**config.mk**
```make
export PLATFORM = sky130hd
export DESIGN_NAME = mux_scan_ctrl_flat
export DESIGN_NICKNAME = d
export VERILOG_FILES = /design/src/rtl/mux_scan_ctrl_if.sv /design/src/rtl/mux_scan_ctrl.sv /design/src/flat_wrapper.sv
export SDC_FILE = /design/constraint.sdc
export NUM_CORES = 1
export LEC_CHECK = 0
export CORE_UTILIZATION = 59
export CTS_CLUSTER_DIAMETER = 30
export CTS_CLUSTER_SIZE = 8
export DETAILED_ROUTE_END_ITERATION = 8
export HOLD_SLACK_MARGIN = 0.03
export MAX_ROUTING_LAYER = met4
export PLACE_DENSITY_LB_ADDON = 0.2
export SLEW_MARGIN = 40
export SYNTH_ARGS = -nofsm -noshare
export SYNTH_HDL_FRONTEND = slang
export SYNTH_SLANG_ARGS = --single-unit
```
**constraint.sdc**
```tcl
create_clock -name clk -period 3.1 [get_ports clk]
set_input_delay 0.62 -clock clk [delete_from_list [all_inputs] [get_ports clk]]
set_output_delay 0.62 -clock clk [all_outputs]
set_load 0.02 [all_outputs]
```
**src/rtl/mux_scan_ctrl_if.sv**
```systemverilog
// Control/status bundle between a display sequencer and its requester.
// The sequencer attaches as slave; the requester (host or bench) attaches as master.
interface mux_scan_ctrl_if #(
  parameter int DWELL_W = 16
);
  logic               start;
  logic               stop;
  logic               loop;
  logic [DWELL_W-1:0] dwell;
  logic [3:0]         last_idx;
  logic               pause;
  logic               jump_req;
  logic [3:0]         jump_idx;
  logic               jump_ack;
  logic [3:0]         sel;
  logic               busy;
  logic               step_tick;
  logic               sweep_done;

  modport master (
    output start, stop, loop, dwell, last_idx, pause, jump_req, jump_idx,
    input  jump_ack, sel, busy, step_tick, sweep_done
  );

  modport slave (
    input  start, stop, loop, dwell, last_idx, pause, jump_req, jump_idx,
    output jump_ack, sel, busy, step_tick, sweep_done
  );
endinterface

```
**src/rtl/mux_scan_ctrl.sv**
```systemverilog
// Sweeps the 9-entry display mux select 0..last at a programmable dwell,
// with pause, abort and a handshaked jump; parks at 4'b1111 (blank) when idle.
module mux_scan_ctrl #(
  parameter int DWELL_W = 16
) (
  input  logic                clk,
  input  logic                rst_n,
  mux_scan_ctrl_if.slave      bus
);

  typedef enum logic {IDLE, SCAN} state_t;

  localparam logic [3:0] SEL_BLANK = 4'b1111;
  localparam logic [3:0] LAST_MAX  = 4'd8;

  state_t             state, state_n;
  logic [3:0]         sel_q, sel_n;
  logic [3:0]         last_q, last_n, last_clamped;
  logic [DWELL_W-1:0] cnt, cnt_n;
  logic [DWELL_W-1:0] dwell_q, dwell_n;
  logic               loop_q, loop_n;
  logic               step_q, step_n;
  logic               done_q, done_n;
  logic               ack_q, ack_n;
  logic               armed, armed_n;
  logic               jump_take;

  always_ff @(posedge clk or negedge rst_n) begin
    if (!rst_n) begin
      state   <= IDLE;
      sel_q   <= SEL_BLANK;
      cnt     <= '0;
      dwell_q <= '0;
      last_q  <= '0;
      loop_q  <= 1'b0;
      step_q  <= 1'b0;
      done_q  <= 1'b0;
      ack_q   <= 1'b0;
      armed   <= 1'b1;
    end else begin
      state   <= state_n;
      sel_q   <= sel_n;
      cnt     <= cnt_n;
      dwell_q <= dwell_n;
      last_q  <= last_n;
      loop_q  <= loop_n;
      step_q  <= step_n;
      done_q  <= done_n;
      ack_q   <= ack_n;
      armed   <= armed_n;
    end
  end

  // A request held high across its ack must drop for a cycle before it can be taken again.
  always_comb begin
    state_n      = state;
    sel_n        = sel_q;
    cnt_n        = cnt;
    dwell_n      = dwell_q;
    last_n       = last_q;
    loop_n       = loop_q;
    step_n       = 1'b0;
    done_n       = 1'b0;
    last_clamped = (bus.last_idx > LAST_MAX) ? LAST_MAX : bus.last_idx;
    jump_take    = bus.jump_req && !ack_q && armed;
    ack_n        = jump_take;
    armed_n      = !bus.jump_req ? 1'b1 : (jump_take ? 1'b0 : armed);

    case (state)
      IDLE: begin
        if (bus.start && !bus.stop) begin
          state_n = SCAN;
          loop_n  = bus.loop;
          dwell_n = bus.dwell;
          last_n  = last_clamped;
          sel_n   = 4'd0;
          cnt_n   = bus.dwell;
          step_n  = 1'b1;
        end
      end
      SCAN: begin
        if (bus.stop) begin
          state_n = IDLE;
          sel_n   = SEL_BLANK;
        end else if (jump_take && (bus.jump_idx <= last_q)) begin
          sel_n  = bus.jump_idx;
          cnt_n  = dwell_q;
          step_n = 1'b1;
        end else if (!bus.pause) begin
          if (cnt != '0) begin
            cnt_n = cnt - 1'b1;
          end else if (sel_q < last_q) begin
            sel_n  = sel_q + 4'd1;
            cnt_n  = dwell_q;
            step_n = 1'b1;
          end else if (loop_q) begin
            sel_n  = 4'd0;
            cnt_n  = dwell_q;
            step_n = 1'b1;
            done_n = 1'b1;
          end else begin
            state_n = IDLE;
            sel_n   = SEL_BLANK;
            done_n  = 1'b1;
          end
        end
      end
      default: begin
        state_n = IDLE;
        sel_n   = SEL_BLANK;
      end
    endcase
  end

  always_comb begin
    bus.busy       = (state == SCAN);
    bus.sel        = sel_q;
    bus.step_tick  = step_q;
    bus.sweep_done = done_q;
    bus.jump_ack   = ack_q;
  end

endmodule

```
**src/flat_wrapper.sv**
```systemverilog
// flat-port wrapper written by rule: the top's interface ports become plain ports
module mux_scan_ctrl_flat 
#(
  parameter int DWELL_W = 16
)
  (clk, rst_n, bus_start, bus_stop, bus_loop, bus_dwell, bus_last_idx, bus_pause, bus_jump_req, bus_jump_idx, bus_jump_ack, bus_sel, bus_busy, bus_step_tick, bus_sweep_done);
  mux_scan_ctrl_if #(.DWELL_W(DWELL_W)) bus_i ();
  input  logic clk;
  input  logic rst_n;
  input wire logic [$bits(bus_i.start)-1:0] bus_start;
  input wire logic [$bits(bus_i.stop)-1:0] bus_stop;
  input wire logic [$bits(bus_i.loop)-1:0] bus_loop;
  input wire logic [$bits(bus_i.dwell)-1:0] bus_dwell;
  input wire logic [$bits(bus_i.last_idx)-1:0] bus_last_idx;
  input wire logic [$bits(bus_i.pause)-1:0] bus_pause;
  input wire logic [$bits(bus_i.jump_req)-1:0] bus_jump_req;
  input wire logic [$bits(bus_i.jump_idx)-1:0] bus_jump_idx;
  output wire logic [$bits(bus_i.jump_ack)-1:0] bus_jump_ack;
  output wire logic [$bits(bus_i.sel)-1:0] bus_sel;
  output wire logic [$bits(bus_i.busy)-1:0] bus_busy;
  output wire logic [$bits(bus_i.step_tick)-1:0] bus_step_tick;
  output wire logic [$bits(bus_i.sweep_done)-1:0] bus_sweep_done;
  assign bus_i.start = bus_start;
  assign bus_i.stop = bus_stop;
  assign bus_i.loop = bus_loop;
  assign bus_i.dwell = bus_dwell;
  assign bus_i.last_idx = bus_last_idx;
  assign bus_i.pause = bus_pause;
  assign bus_i.jump_req = bus_jump_req;
  assign bus_i.jump_idx = bus_jump_idx;
  assign bus_jump_ack = bus_i.jump_ack;
  assign bus_sel = bus_i.sel;
  assign bus_busy = bus_i.busy;
  assign bus_step_tick = bus_i.step_tick;
  assign bus_sweep_done = bus_i.sweep_done;
  mux_scan_ctrl #(.DWELL_W(DWELL_W)) u_core (.clk(clk), .rst_n(rst_n), .bus(bus_i));
endmodule
```
==> impl_metrics.env <==
export IMPL_finalSetupTns_ns=0
export IMPL_io_buffers=38
export IMPL_placed_cell_area_um2=3252
export IMPL_period_needed_ns=2.698
export IMPL_die_area_um2=5069
export IMPL_synthTopCellsByArea="dfrtp_1, nand2_1, o21ai_0, dfstp_2, ha_1"
export IMPL_ys_ff_latch=46
export IMPL_grt_max_degree=47
export IMPL_required_ns=3.29
export IMPL_relSlewSlack=0.6227
export IMPL_die_w_um=71.20
export IMPL_fin_skew_ns=0.005685
export IMPL_worst_slack_ns=0.4021
export IMPL_syn_area_per_cell_um2=8.747
export IMPL_critPathLaunchType="input port"
export IMPL_start_util=0.6314
export IMPL_path_clk_slew_ns=0.08
export IMPL_drtPass1Iterations=7
export IMPL_hold_ws_ns=0.2974
export IMPL_grt_ovfl_total=0
export IMPL_synth_ff_type="dfrtp_1"
export IMPL_p_total_mw=2.215
export IMPL_endpoint_kind="register"
export IMPL_p_leak_nw=1.429
export IMPL_drt_wl_total_um=6802
export IMPL_vdd_drop_max_mv=0.4324
export IMPL_vias_per_cell=6.321
export IMPL_drc=3
export IMPL_area_growth_pct=18.87
export IMPL_fin_util=0.7506
export IMPL_place_congestion=0.8660
export IMPL_timing_final_crit_share=0.8703
export IMPL_cts_setup_buffers=0
export IMPL_cts_max_level=2
export IMPL_violations="design-rule violations"
export IMPL_ios=39
export IMPL_nets=402
export IMPL_clk_latency_ns=0.30
export IMPL_rows=24
export IMPL_syn_area_um2=2825
export IMPL_vias=2617
export IMPL_track_usage=0.3116
export IMPL_clock_sinks=46
export IMPL_final_cell_area_um2=3358
export IMPL_antenna_found_initial=0
export IMPL_fin_cells=414
export IMPL_synthCells=323
export IMPL_ys_top_cells_by_count="nand2_1, dfrtp_1, o21ai_0"
export IMPL_dp_cells=406
export IMPL_crit_type="in -> reg"
export IMPL_clock_path_buffers=2
export IMPL_drive_above_1_share=0.09669
export IMPL_post_place_ws_ns=0.1364
export IMPL_cts_tree="done"
export IMPL_core_um2=4474
export IMPL_ctsHoldBuffers=0
export IMPL_cts_resized=0
export IMPL_syn_nets=364
export IMPL_die_h_um=71.20
export IMPL_clock_root_buffer="clkbuf_8"
export IMPL_path_max_fanout=14
export IMPL_ant_nets=0
export IMPL_synth_top_area_frac=0.3632
export IMPL_synth_edf_count=0
export IMPL_grt_pass1_wl_um=11990
export IMPL_place_hpwl_um=4896
export IMPL_rsz0062_at_grt="no"
export IMPL_p_per_area_nw_per_um2=659.6
export IMPL_cp_arrival_ns=2.89
export IMPL_grt_pass1_vias=2544
export IMPL_wl_per_cell_um=16.43
export IMPL_hold_viol_final=0
export IMPL_cts_buffers=5
export IMPL_synthMostInstantiatedCell="nand2_1"
export IMPL_yosys_area_top_type="dfrtp_1"
export IMPL_ys_warn_count=0
export IMPL_async_flop_share=1.000
export IMPL_synth_seq_area_share=0.4097
export IMPL_status="finished with violations"
export IMPL_worstMarginPinSlew_ns=0.5660
export IMPL_hold_path_class="in -> async"
export IMPL_fmax_mhz=370.7
export IMPL_setup_viol=0
export IMPL_yosysUniqueCellTypes=55
export IMPL_drtIter0Drc=260
export IMPL_insertedDiodeCount=0
export IMPL_drv_slew=0
export IMPL_cap_viol_max_count=0
-- metal layers --
layer  GRT usage  part of all wire  vias up
li1            -                 -     1239
met1      0.4255              0.47     1268
met2      0.4720              0.45       98
met3     0.05840             0.054       12
met4     0.09778             0.019        0
met5           -                 0        -
-- placed cells by master (no fill, tap or decap), drive strengths merged, types with 4 or more instances in the layout --
cell | netlist | final
nor4 | 6 | 6
o21ai | 46 | 46
nor3 | 7 | 7
nor2b | 5 | 5
clkdlybuf4s50 | 0 | 37
o311a | 4 | 4
dfrtp | 41 | 41
o31ai | 4 | 4
o2bb2ai | 9 | 9
o21a | 6 | 6
a22o | 4 | 4
dfstp | 5 | 5
inv | 8 | 8
ha | 10 | 10
nor2 | 15 | 15
clkbuf | 6 | 7
nand3 | 11 | 11
nand2 | 68 | 68
buf | 12 | 12
a21oi | 8 | 8
nand2b | 7 | 7
-- path summary, 6_finish.rpt --
check / from / endpoint / slack (ns) / cells past startpoint
setup / recovery: bus_jump_idx[1] / u_core.cnt[13] / 0.40 / 9
hold / removal: rst_n / u_core.bus.jump_ack / 0.30 / 1
setup reg to reg: u_core.last_q[1] / u_core.cnt[13] / 0.73 / 9
hold reg to reg: u_core.armed / u_core.armed / 0.47 / 2
max in group asynchronous: rst_n / u_core.cnt[0] / 2.40 / 1
min in group clk: u_core.armed / u_core.armed / 0.47 / 2
-- flip-flops by register name (all words and copies together) (netlist names) --
signal	cells
u_core.cnt	16
u_core.dwell_q	16
u_core.bus.sel	4
u_core.last_q	4
u_core.armed	1
u_core.bus.busy	1
u_core.bus.jump_ack	1
u_core.bus.step_tick	1
u_core.bus.sweep_done	1
u_core.loop_q	1
-- cell families after synthesis --
group / count (synthesis) / synth area share
AOI/OAI and AO/OA: 100 / 0.2467
DFF: 46 / 0.4097
and+or+nand+nor: 139 / 0.2476
adders and majority gates: 10 / 0.04429
buffers and inverters: 26 / 0.04561
xor gates and xnor gates: 2 / 0.006201
-- cell type report --
cell class,count,area (um2)
clock buffer,7,76.32
inverter,8,30.03
fill,324,1116
clock inverter,1,30.03
multi-input combinational,251,1539
timing repair buffer,49,460.4
tap,52,65.06
sequential,46,1157
-- worst max-delay path: stages --
cell and delay [ns]:
clkdlybuf4s50_1 0.43, ha_1 0.32, nor2b_1 0.15, a2111oi_2 0.40, o21ai_2 0.20, o221ai_2 0.24, buf_4 0.22, o21ai_1 0.08
a22o_1 0.22
-- power breakdown --
part / switching, mW / leakage [nW] / internal [mW]
logic: 0.442 / 0.815 / 0.379
clock network: 0.204 / 0.0524 / 0.242
registers: 0.183 / 0.561 / 0.766
total: 0.829 / 1.43 / 1.39
Note: power is estimated with default switching activity, not from simulation.
